$ cat src/rtl/seq_scan_pkg.sv
// Purpose: shared encodings for the sequence-scan arbiter and its 0101 detector.
// Latency: n/a (types and constants only).
// Backpressure: n/a.
package seq_scan_pkg;

    // Detector state: how much of "0101" has been seen so far.
    typedef enum logic [1:0] {
        DET_IDLE = 2'd0,
        DET_0    = 2'd1,
        DET_01   = 2'd2,
        DET_010  = 2'd3
    } det_state_t;

    // Controller state of the arbiter.
    typedef enum logic [1:0] {
        CTL_IDLE   = 2'd0,
        CTL_SHIFT  = 2'd1,
        CTL_REPORT = 2'd2
    } ctl_state_t;

    // Width of requester ids (supports up to 8 requesters).
    localparam int IDW = 3;

endpackage

$ cat src/rtl/det0101_core.sv
// Purpose: bit-serial "0101" detector FSM with a Mealy match strobe.
// Latency: match is combinational on the current bit; state updates next edge.
// Backpressure: none; consumes In only when en is high, clr wins over en.
// Optional macro SEQ_OVERLAP_EN: after a match, resume from "01" to count overlaps.
// Ports: Clk, rst (async active-low), clr (force state 0), en (consume In),
//        In (serial bit), match (pattern completes on this bit), State (2-bit).
module det0101_core
    import seq_scan_pkg::*;
(
    input  logic       Clk,
    input  logic       rst,
    input  logic       clr,
    input  logic       en,
    input  logic       In,
    output logic       match,
    output logic [1:0] State
);

    det_state_t st;
    det_state_t st_nxt;

    always_comb begin
        st_nxt = st;
        unique case (st)
            DET_IDLE: st_nxt = In ? DET_IDLE : DET_0;
            DET_0:    st_nxt = In ? DET_01   : DET_0;
            DET_01:   st_nxt = In ? DET_IDLE : DET_010;
            DET_010: begin
`ifdef SEQ_OVERLAP_EN
                // Trailing "01" of a match is the head of the next pattern.
                st_nxt = In ? DET_01 : DET_0;
`else
                st_nxt = In ? DET_IDLE : DET_0;
`endif
            end
            default:  st_nxt = DET_IDLE;
        endcase
    end

    always_ff @(posedge Clk or negedge rst) begin
        if (!rst) begin
            st <= DET_IDLE;
        end else if (clr) begin
            st <= DET_IDLE;
        end else if (en) begin
            st <= st_nxt;
        end
    end

    assign match = en && (st == DET_010) && In;
    assign State = st;

endmodule

$ cat src/rtl/seq_scan_arbiter.sv
// Purpose: round-robin share of one serial 0101 detector among NREQ word producers.
// Latency: ack in cycle T, bits T+1..T+WIDTH, done at T+WIDTH+1; one word per WIDTH+2 cycles.
// Backpressure: req is level and only sampled in IDLE; ack pulses in the capture cycle.
// Optional macro SEQ_OVERLAP_EN (passed to det0101_core): overlapping match counting.
// Ports: Clk, rst (async active-low), req[NREQ], data[NREQ*WIDTH] (word i at i*WIDTH),
//        ack[NREQ], busy, ser_bit, det_state[2], done, done_id[3], done_cnt[CNTW].
module seq_scan_arbiter
    import seq_scan_pkg::*;
#(
    parameter int NREQ  = 4,
    parameter int WIDTH = 8,
    parameter int CNTW  = 4
) (
    input  logic                    Clk,
    input  logic                    rst,
    input  logic [NREQ-1:0]         req,
    input  logic [NREQ*WIDTH-1:0]   data,
    output logic [NREQ-1:0]         ack,
    output logic                    busy,
    output logic                    ser_bit,
    output logic [1:0]              det_state,
    output logic                    done,
    output logic [IDW-1:0]          done_id,
    output logic [CNTW-1:0]         done_cnt
);

    localparam int BW = $clog2(WIDTH);

    ctl_state_t       ctl;
    logic [IDW-1:0]   ptr;
    logic [IDW-1:0]   gid;
    logic [WIDTH-1:0] shreg;
    logic [BW-1:0]    bitcnt;
    logic [CNTW-1:0]  mcnt;
    logic [CNTW-1:0]  mcnt_nxt;

    logic             gnt_vld;
    logic [IDW-1:0]   gnt_idx;
    logic             capture;
    logic             last_bit;
    logic             det_en;
    logic             det_clr;
    logic             det_match;

    // Search ptr+1, ptr+2, ... with wrap; walking k downward lets the
    // nearest requester overwrite any farther one.
    always_comb begin
        gnt_vld = 1'b0;
        gnt_idx = '0;
        for (int k = NREQ; k >= 1; k--) begin
            if (req[(int'(ptr) + k) % NREQ]) begin
                gnt_vld = 1'b1;
                gnt_idx = IDW'((int'(ptr) + k) % NREQ);
            end
        end
    end

    // Capture is decided in the IDLE cycle itself so ack and the data sample
    // share one cycle; gating with rst keeps ack/busy low while in reset.
    assign capture  = rst && (ctl == CTL_IDLE) && gnt_vld;
    assign ack      = capture ? (NREQ'(1) << gnt_idx) : '0;
    assign busy     = capture || (ctl != CTL_IDLE);
    assign ser_bit  = (ctl == CTL_SHIFT) && shreg[WIDTH-1];
    assign last_bit = (ctl == CTL_SHIFT) && (bitcnt == BW'(WIDTH - 1));

    // Detector runs only during SHIFT and is parked at state 0 on the final
    // bit so it reads 0 throughout REPORT and IDLE.
    assign det_en  = (ctl == CTL_SHIFT);
    assign det_clr = (ctl != CTL_SHIFT) || last_bit;

    det0101_core u_det (
        .Clk   (Clk),
        .rst   (rst),
        .clr   (det_clr),
        .en    (det_en),
        .In    (ser_bit),
        .match (det_match),
        .State (det_state)
    );

    // Saturating match count.
    assign mcnt_nxt = (det_match && (mcnt != {CNTW{1'b1}})) ? mcnt + 1'b1 : mcnt;

    always_ff @(posedge Clk or negedge rst) begin
        if (!rst) begin
            ctl      <= CTL_IDLE;
            ptr      <= IDW'(NREQ - 1);
            gid      <= '0;
            shreg    <= '0;
            bitcnt   <= '0;
            mcnt     <= '0;
            done     <= 1'b0;
            done_id  <= '0;
            done_cnt <= '0;
        end else begin
            done <= 1'b0;
            unique case (ctl)
                CTL_IDLE: begin
                    if (capture) begin
                        shreg  <= data[gnt_idx*WIDTH +: WIDTH];
                        gid    <= gnt_idx;
                        ptr    <= gnt_idx;
                        bitcnt <= '0;
                        mcnt   <= '0;
                        ctl    <= CTL_SHIFT;
                    end
                end
                CTL_SHIFT: begin
                    shreg  <= shreg << 1;
                    bitcnt <= bitcnt + 1'b1;
                    mcnt   <= mcnt_nxt;
                    if (last_bit) begin
                        // Report includes a match landing on the final bit.
                        done     <= 1'b1;
                        done_id  <= gid;
                        done_cnt <= mcnt_nxt;
                        ctl      <= CTL_REPORT;
                    end
                end
                CTL_REPORT: ctl <= CTL_IDLE;
                default:    ctl <= CTL_IDLE;
            endcase
        end
    end

endmodule

$ cat config.mk
export PLATFORM = sky130hd
export DESIGN_NAME = seq_scan_arbiter
export DESIGN_NICKNAME = d
export VERILOG_FILES = /design/src/rtl/seq_scan_pkg.sv /design/src/rtl/det0101_core.sv /design/src/rtl/seq_scan_arbiter.sv
export SDC_FILE = /design/constraint.sdc
export NUM_CORES = 1
export LEC_CHECK = 0
export ABC_AREA = 1
export BUFFER_PORTS_ARGS = -buffer_cell sky130_fd_sc_hd__buf_2
export CAP_MARGIN = 15
export CORE_MARGIN = 4
export CORE_UTILIZATION = 35
export CTS_BUF_LIST = sky130_fd_sc_hd__clkbuf_4 sky130_fd_sc_hd__clkbuf_8 sky130_fd_sc_hd__clkbuf_16
export CTS_CLUSTER_SIZE = 20
export DETAILED_ROUTE_END_ITERATION = 8
export PLACE_DENSITY = 0.55
export SYNTH_ARGS = -nofsm -noshare
export SYNTH_HDL_FRONTEND = slang
export SYNTH_SLANG_ARGS = --single-unit
export TNS_END_PERCENT = 5
$ cat constraint.sdc
create_clock -name Clk -period 2.41 [get_ports Clk]
set_input_delay 0.482 -clock Clk [delete_from_list [all_inputs] [get_ports Clk]]
set_output_delay 0.482 -clock Clk [all_outputs]
set_load 0.1 [all_outputs]
==> results by group <==
Run status
  – Result of the run: finished with violations
  – Violated checks: setup timing

Clocking
  – Clock Tree Buf Depth: 2
  – Clock Sinks: 30
  – Cts hold-fix bufs: 0
  – CTS tree: yes
  – Clock transition at the registers of the reported paths: roughly 60 ps
  – H-tree Lvls: 2
  – Clk_lat worst skew: approximately 280 ps
  – CTS root buffer: clkbuf_8
  – CTS Buf Count: 5

Worst setup path
  – Worst path slowest cell: dfstp_2
  – Cell mode on critical path: nand2_2
  – Max incr delay on CP: approximately 630 ps
  – Worst path cell trace: inv_6 > nand2_2 > nand2_2 > nand2_2 > nand2_2 > a31oi_1 > nand2_1 > nand2_2 > inv_4 > nor3_4 > buf_12
  – Critical path class: reg2out
  – Startpoint Class: flop
  – Worst Path Max Fanout: 8
  – Crit end category: primary output
  – Crit path DAT: between 2000 and 2500 ps
  – Worst Reg2Reg Path Length in Cells: 11
  – Required time of the critical path: between 1500 and 2000 ps

Synthesis
  – Main synth FF type: dfrtp_1
  – Top cell type's share of synthesized area: 36.1%
  – Number of synthesized flops with an enable pin: 0
  – Yosys warns: 0
  – Synth Area in Compound Gates: approximately 8.4%
  – Post-synthesis sequential area ratio: around two fifths
  – Yosys reg bits: 30
  – Count leader, synth: nand2_1
  – Post-Synth XOR/XNOR Area: around 1.4%
  – Largest cells by area after synthesis: dfrtp_1, nand2_1, inv_1, nand2_2, nand3_1
  – Post-synthesis mux area share: 0%
  – Synth top cells by count: nand2_1, inv_1, dfrtp_1
  – Post-synthesis simple-gate area fraction: 38.0%
  – Syn Inst Count: ~270
  – Adder-Cell Fraction of Synth Area: 1.93%
  – Mapped cell area: 1940 sq um
  – Number of library cell types mapped by synthesis: 32
  – Yosys top cell by area: dfrtp_1
  – Ys async rst share: 100%
  – Avg Inst Size Synth: slightly above 7 sq um
  – Largest family of logic cells by synthesized area: simple AND/OR/NAND/NOR gates
  – Synthesized net count: between 300 and 400

Timing
  – Fin crit period: 2530 ps
  – Final WS setup: -118 ps
  – Hold Vio Cnt, Final: 0
  – Setup Skew: 3.85 ps
  – Fmax: 0.396 GHz
  – # setup viols final: 4
  – Post-Route Setup TNS: -328 ps
  – Worst hold slack: between 200 and 250 ps
  – Pins over their slew limit: 0
  – Final period util: 105%
  – RSZ-0062 raised after global routing: true

Detailed routing
  – Routed via count: 1869
  – 1st-iter DRT viols: 44
  – Residual DRC: 0
  – Drt wl/cell: roughly 11 um
  – Via density per instance: between 4 and 5
  – Final WL: about 4400 um
  – Detail Route Antenna Nets: 0
  – First-pass iteration count of the detailed router: 4

Placed design
  – GPL Wtd Cong: just over 0.7
  – Dpl cells: ~400
  – Pre-CTS setup slack: between 100 and 150 ps
  – DPL Wire Length: ~3400 um
  – Input/output buffers: 52

Global route
  – Vias in the first global route: roughly 1800
  – First-pass GRT wire length: roughly 7600 um
  – Initial antenna violation count: 0
  – Largest net degree at the start of global routing: 31
  – GRT Resource Usage Total: between 10% and 20%
  – GR Overflow Total: 0

Cells and area
  – Fraction of final layout cells sized beyond drive strength 1: between 30% and 40%
  – Fin cells: about 410
  – Area delta synth->final: 29.4%
  – Antenna diodes: 0
  – Layout net count: between 300 and 400

Floorplan
  – Num rows: 26
  – Die Wd: a little over 80 um
  – Die Ht: ~82 um
  – Starting Density: about 37%
  – Core ar.: 5240 sq um
  – Die ar.: around 6800 sq um
  – Top-Level Pins: 54

Run
  – Max-cap violations: 0

Min path
  – Type of the most critical hold path: in2async
## routing by layer
layer | vias to the layer above | track usage [%] | part of all wire (%)
li1 | 980 | - | -
met1 | 848 | 17.3 | 44
met2 | 36 | 24.7 | 48
met3 | 5 | 4.99 | 5.9
met4 | 0 | 3.99 | 1.5
met5 | - | 0 | 0
## cell type report
| type | count | area [sq um] |
|---|---|---|
| Fill cell | 550 | 2730 |
| Multi-Input combinational cell | 199 | 1010 |
| Sequential cell | 30 | 753 |
| Timing Repair Buffer | 63 | 418 |
| Inverter | 36 | 143 |
| Clock buffer | 8 | 97.6 |
| Tap cell | 70 | 87.6 |
## sequential cells by signal, summed over array words and instances (netlist names)
name and flops:
shreg 8, done_cnt 4, mcnt 4, bitcnt 3
ctl 2, done_id 2, gid 2, ptr 2
u_det.State 2, done 1
## placed cells by master (no fill, tap or decap), types with 5 or more instances in the layout
cell type  synthesis  routed
nand3_1           21      21
o22ai_1            9       9
buf_12             1       5
nand2_2           17      19
buf_2              2      47
o21ai_0            9       8
inv_1             32      31
clkbuf_8           0       6
dfrtp_1           28      28
buf_4              3      11
nor2_1            11       7
nand2_1          107     104
## per-stage QoR
stage	cell area [sq um]	utilization, %
final	2510	48.0
after global placement	2380	45.5
after CTS	2510	48.0
after global routing	2510	48.0
after detailed placement	2380	45.5
after floorplan	1960	-
## critical path: cells and delay by family (launching register included)
family          cells  cell delay (ps)
compound gates      1              140
buf+inv             3              350
simple gates        7              650
flops               1              630
## worst paths after layout
| check | endpoint | slack (ps) | start |
|---|---|---|---|
| min | done_id[1] | 210 | rst |
| max reg2reg | shreg[1] | 400 | ptr[0] |
| min in group Clk | u_det.State[0] | 440 | shreg[7] |
| max | ack[0] | -120 | ptr[0] |
| max in group asynchronous | ptr[0] | 1890 | rst |
| min reg2reg | u_det.State[0] | 440 | shreg[7] |
## logic make-up (layout without fill, tap and decap cells)
| family | after synthesis | after routing |
|---|---|---|
| adder cells (fa/ha/maj) | 3 | 3 |
| flip-flops | 30 | 30 |
| AO/OA/AOI/OAI | 27 | 27 |
| AND/OR/NAND/NOR | 165 | 165 |
| XOR/XNOR | 3 | 3 |
| buffers and inverters | 45 | 107 |
| other | 1 | 1 |
## what timing repair did
action,CTS,global route
endpoints found under the setup margin,4,5
cloned,0,0
pin swaps,2,0
buffers inserted,1,0
resized for setup,9,0
Power is left out: the tool's default activity adds up to more than one toggle a clock period on the data nets, which glitch-free logic cannot reach.
